===== config.mk =====
export PLATFORM = sky130hd
export DESIGN_NAME = banked_stream_ub
export DESIGN_NICKNAME = d
export VERILOG_FILES = /design/src/rtl/banked_stream_ub.sv
export SDC_FILE = /design/constraint.sdc
export NUM_CORES = 1
export LEC_CHECK = 0
export BUFFER_PORTS_ARGS = -buffer_cell sky130_fd_sc_hd__buf_4
export CAP_MARGIN = 20
export CORE_ASPECT_RATIO = 2
export CORE_UTILIZATION = 25
export CTS_CLUSTER_DIAMETER = 120
export DETAILED_ROUTE_END_ITERATION = 8
export PLACE_DENSITY = 0.42
export SKIP_CTS_REPAIR_TIMING = 1
export SLEW_MARGIN = 20
export SYNTH_ARGS = -nofsm -noshare
export SYNTH_HDL_FRONTEND = slang
export SYNTH_SLANG_ARGS = --single-unit

===== constraint.sdc =====
create_clock -name clk -period 4.7 [get_ports clk]
set_input_delay 0.94 -clock clk [delete_from_list [all_inputs] [get_ports clk]]
set_output_delay 0.94 -clock clk [all_outputs]
set_load 0.02 [all_outputs]

===== src/rtl/banked_stream_ub.sv =====
// Unified buffer for raster-order streaming: cyclically banked storage where each bank
// is a circular FIFO with its own pointers and occupancy, plus a registered read port.
module banked_stream_ub #(
    parameter int WIDTH      = 16,
    parameter int EXT_X      = 64,
    parameter int EXT_Y      = 64,
    parameter int BANKS_X    = 2,
    parameter int BANKS_Y    = 2,
    parameter int BANK_DEPTH = 16
) (
    input  logic             clk,
    input  logic             rst,
    input  logic             flush,
    input  logic             wen,
    input  logic [WIDTH-1:0] wdata,
    output logic             wready,
    output logic [15:0]      wr_x,
    output logic [15:0]      wr_y,
    output logic             wr_done,
    input  logic             ren,
    output logic             rempty,
    output logic [15:0]      rd_x,
    output logic [15:0]      rd_y,
    output logic [WIDTH-1:0] rdata,
    output logic             rvalid,
    output logic             rd_done,
    output logic [15:0]      count
);

    localparam int NB = BANKS_X * BANKS_Y;
    localparam int BW = (NB > 1) ? $clog2(NB) : 1;
    localparam int PW = $clog2(BANK_DEPTH);
    localparam int OW = $clog2(BANK_DEPTH + 1);

    logic [WIDTH-1:0] r_mem  [NB][BANK_DEPTH];
    logic [PW-1:0]    r_wptr [NB];
    logic [PW-1:0]    r_rptr [NB];
    logic [OW-1:0]    r_occ  [NB];

    logic [15:0]      r_wr_x, r_wr_y, r_rd_x, r_rd_y, r_count;
    logic [WIDTH-1:0] r_rdata;
    logic             r_rvalid, r_wr_done, r_rd_done;

    logic [BW-1:0]    w_wbank, w_rbank;
    logic             w_wready, w_rempty, w_wr, w_rd, w_wlast, w_rlast;
    logic [15:0]      w_wr_x_nxt, w_wr_y_nxt, w_rd_x_nxt, w_rd_y_nxt;

    function automatic logic [BW-1:0] bank_of(input logic [15:0] x, input logic [15:0] y);
        int unsigned b;
        b = (32'(x) % BANKS_X) + BANKS_X * (32'(y) % BANKS_Y);
        return BW'(b);
    endfunction

    assign w_wbank  = bank_of(r_wr_x, r_wr_y);
    assign w_rbank  = bank_of(r_rd_x, r_rd_y);
    assign w_wready = r_occ[w_wbank] < OW'(BANK_DEPTH);
    assign w_rempty = (r_occ[w_rbank] == '0);
    assign w_wr     = wen && w_wready;
    assign w_rd     = ren && !w_rempty;
    assign w_wlast  = (r_wr_x == 16'(EXT_X - 1)) && (r_wr_y == 16'(EXT_Y - 1));
    assign w_rlast  = (r_rd_x == 16'(EXT_X - 1)) && (r_rd_y == 16'(EXT_Y - 1));

    always_comb begin
        w_wr_x_nxt = r_wr_x + 16'd1;
        w_wr_y_nxt = r_wr_y;
        if (r_wr_x == 16'(EXT_X - 1)) begin
            w_wr_x_nxt = '0;
            w_wr_y_nxt = (r_wr_y == 16'(EXT_Y - 1)) ? '0 : r_wr_y + 16'd1;
        end
        w_rd_x_nxt = r_rd_x + 16'd1;
        w_rd_y_nxt = r_rd_y;
        if (r_rd_x == 16'(EXT_X - 1)) begin
            w_rd_x_nxt = '0;
            w_rd_y_nxt = (r_rd_y == 16'(EXT_Y - 1)) ? '0 : r_rd_y + 16'd1;
        end
    end

    // Storage is deliberately untouched by rst/flush; only pointers and counters clear.
    always_ff @(posedge clk) begin
        if (!rst && !flush && w_wr)
            r_mem[w_wbank][r_wptr[w_wbank]] <= wdata;
    end

    always_ff @(posedge clk) begin
        if (rst || flush) begin
            r_wr_x    <= '0;
            r_wr_y    <= '0;
            r_rd_x    <= '0;
            r_rd_y    <= '0;
            r_count   <= '0;
            r_rvalid  <= 1'b0;
            r_wr_done <= 1'b0;
            r_rd_done <= 1'b0;
            r_wptr    <= '{default: '0};
            r_rptr    <= '{default: '0};
            r_occ     <= '{default: '0};
            if (rst)
                r_rdata <= '0;
        end else begin
            if (w_wr) begin
                r_wptr[w_wbank] <= r_wptr[w_wbank] + PW'(1);
                r_wr_x          <= w_wr_x_nxt;
                r_wr_y          <= w_wr_y_nxt;
            end
            r_wr_done <= w_wr && w_wlast;

            if (w_rd) begin
                r_rptr[w_rbank] <= r_rptr[w_rbank] + PW'(1);
                r_rd_x          <= w_rd_x_nxt;
                r_rd_y          <= w_rd_y_nxt;
                r_rdata         <= r_mem[w_rbank][r_rptr[w_rbank]];
            end
            r_rvalid  <= w_rd;
            r_rd_done <= w_rd && w_rlast;

            // A write and a read hitting the same bank cancel out in its occupancy.
            for (int unsigned b = 0; b < NB; b++) begin
                r_occ[b] <= r_occ[b]
                          + OW'(w_wr && (w_wbank == BW'(b)))
                          - OW'(w_rd && (w_rbank == BW'(b)));
            end

            if (w_wr && !w_rd)
                r_count <= r_count + 16'd1;
            else if (!w_wr && w_rd)
                r_count <= r_count - 16'd1;
        end
    end

    assign wready  = w_wready;
    assign rempty  = w_rempty;
    assign wr_x    = r_wr_x;
    assign wr_y    = r_wr_y;
    assign rd_x    = r_rd_x;
    assign rd_y    = r_rd_y;
    assign wr_done = r_wr_done;
    assign rd_done = r_rd_done;
    assign rdata   = r_rdata;
    assign rvalid  = r_rvalid;
    assign count   = r_count;

endmodule


==> qor.yml <==
outcome:
  outcome: "finished clean"
power:
  p_int_mw: 17.6
  power.share.switching: 0.260
  p_clk_frac: 0.372
  share_comb_of_total_power: 0.140
  peakVddDrop_uv: 290
  power.density_nw_per_um2: 427
  pwr-share-seq: 0.488
  p_sw_mw: 6.16
  leakage_nw: 17.3
floorplanning:
  die_h_um: 617
  start_util: 0.252
  dieArea_sq_um: 191000
  num_rows: 225
  die_x_um: 310
  ios: 122
  coreArea_sq_um: 188000
sta:
  hold_slack_ps: 494
  setup_tns_ps: 0
  fmax_mhz: 254
  setup_viol: 0
  layout_setup_ws_ps: 761
  drv_slew: 0
  layout_min_cycle_time_ps: 3940
  finalHoldViolations: 0
  fin_crit_sh: 0.838
  timing_worst_slew_pin_value_ps: 1110
  rsz0062_at_grt: "no"
  clock_skew_ps: 40.5
  slew_headroom: 0.243
yosys:
  synthesis.nets: 2697
  async_reset_ff_frac: 0
  yosys.area_share.adder: 0.0140
  synth_area_leaders: "edfxtp_1, mux4_2, dfxtp_1"
  synth_xor_area_frac: 0.0131
  yosysMostFrequentCell: "edfxtp_1"
  synthSimpleGateAreaFrac: 0.0495
  synth_top_area_share: 0.660
  yosys-top-cells-count: "edfxtp_1, mux4_2, nor2_1"
  synth.distinct_cells: 70
  syn-instance-count: 2626
  syn_area_sq_um: 47300
  synth_compound_area_frac: 0.0417
  ys_seq_area_frac: 0.717
  yosys_most_used_dff: "edfxtp_1"
  yosys.area.top_type: "edfxtp_1"
  synth_edf_count: 1040
  synth_seq_cells: 1175
  synth_top_family_by_area: "multiplexers"
  avgSynthCellArea_sq_um: 18.0
  yosys-mux-area-fraction: 0.145
  yosysWarnings: 0
cells_and_area:
  area_delta_synth_final_pct: 17.5
  finish.net_count: 2961
  fill_cells: 18600
  utilization: 0.296
  layout-drive-gt1-share: 0.258
  fin_area_sq_um: 55600
routing:
  post_drt_wl_per_cell_um: 26.1
  drt_iter0_drc: 1497
  wl_um: 143000
  firstDrtPassIters: 5
  num_vias: 24800
  post-route-drc-count: 0
  ant_nets: 0
  viasPerCell: 4.53
clock_tree:
  cts_max_path_buffers: 3
  insertion_delay_ps: 720
  cts_root_buffer: "clkbuf_16"
  clock-sinks: 1175
  cts_tree: "built"
  htreeDepth: 3
  clkTransAtPathRegs_ps: 70
  numCtsBuffers: 107
critical_path:
  cp.required_ps: 5290
  cp-end-kind: "register"
  critical_path_class: "reg -> reg"
  rr_startpoint: "r_occ[9]"
  worstSetupStartpointType: "register"
  crit_start: "r_occ[9]"
  r2r_cells: 15
  crit_path_max_fanout: 10
  critical_path_arrival_ps: 4530
grt:
  grt_max_degree: 119
  grt_first_pass_wirelength_um: 200000
  grt_pass1_vias: 26500
  antenna_found_initial: 1
  track_usage: 0.149
  overflow: 0
placed_design:
  dp_hpwl_um: 91000
  io_buffers: 121
  place_ws_ps: 606
  gp_congestion: 0.827
  dpl_cell_area_sq_um: 52100
flow_run:
  drv_cap: 0
min_path:
  hp-start: "r_rptr[10]"
  hold_path.class: "reg -> reg"
  holdPathStages: 2
path summary, 6_finish.rpt:
check | end | slack [ps]
worst min register to register | r_rptr[10] | 490
worst max-delay path | count[12] | 760
worst min-delay path | r_rptr[10] | 490
worst max register to register | count[12] | 760
stage by stage:
stage          power, mW  instances
6_report            23.7       5474
3_3_place_gp        15.2       5278
5_1_grt             24.6       5473
2_1_floorplan       13.9       2626
3_5_place_dp        15.2       5278
4_1_cts             24.1       5472
flip-flops by register name (all words and copies together), names as in the netlist:
register / flops
r_mem: 1024
r_occ: 20
count: 16
r_rptr: 16
r_wptr: 16
rd_x: 16
rd_y: 16
rdata: 16
wr_x: 16
wr_y: 16
rd_done: 1
rvalid: 1
wr_done: 1
cells by family (layout without fill, tap and decap cells):
group	Yosys count	after routing
other cells	0	2
mux	353	353
flops	1175	1175
xor+xnor	71	71
simple gates	492	492
compound gates	293	293
buf+inv	192	541
fa+ha+maj	50	50
power groups by stage:
stage                     logic (mW)  clock network [mW]  registers, mW
after floorplan                 2.04                   0           11.8
after global placement          3.44                   0           11.8
after detailed placement        3.43                   0           11.8
after CTS                       3.44                9.12           11.6
after global routing            3.59                9.45           11.6
final                           3.32                8.82           11.6
cells in the final DEF (no fill, tap or decap), types with 6 or more instances in the layout:
master,instances
nor4_1,15
a21oi_1,81
a211oi_1,60
edfxtp_1,1040
clkbuf_16,108
mux2i_1,73
nand3_1,28
dfxtp_1,133
nor2_2,21
clkbuf_1,22
a31oi_1,19
clkinvlp_4,8
ha_1,45
a2111oi_0,15
nor2_1,174
o21a_1,18
o21ai_0,37
clkinv_1,22
mux4_2,262
o21ai_1,6
buf_12,11
xnor2_1,33
and3_1,17
bufinv_16,9
nor3_1,16
a221o_1,15
inv_1,50
nand4_1,13
clkinv_2,15
buf_4,282
or3_1,15
a21o_1,17
nand2_1,101
xor2_1,38
and2_1,11
mux2_2,16
nor2b_1,54
critical path, stage by stage (launching register included):
cell	delay, ps
dfxtp_1	330
nor4_1	470
buf_4	210
a221oi_4	70
o21a_1	220
inv_1	170
ha_1	240
inv_1	200
ha_1	420
a21o_1	210
a21oi_1	290
a211oi_1	180
buf_4	170
o31ai_1	340
mux2i_1	250
nand2_1	60
layout make-up:
class	count	area [sq um]	area share
Inverter	54	203	0.00365
Tap cell	2497	3120	0.0562
Clock inverter	61	624	0.0112
Timing Repair Buffer	293	2340	0.0421
Clock buffer	133	2820	0.0507
Sequential cell	1175	33900	0.611
Multi-Input combinational cell	1259	12500	0.225
Antenna cell	2	5.00	0.0000900
layer usage:
metal	GRT usage	share of wire	wire [um]
met1	0.154	0.35	50400
met2	0.296	0.58	82500
met4	0.0583	0.039	5530
met3	0.0180	0.030	4310
met5	0	0	0
No activity file was read; power rests on OpenSTA's default activity.
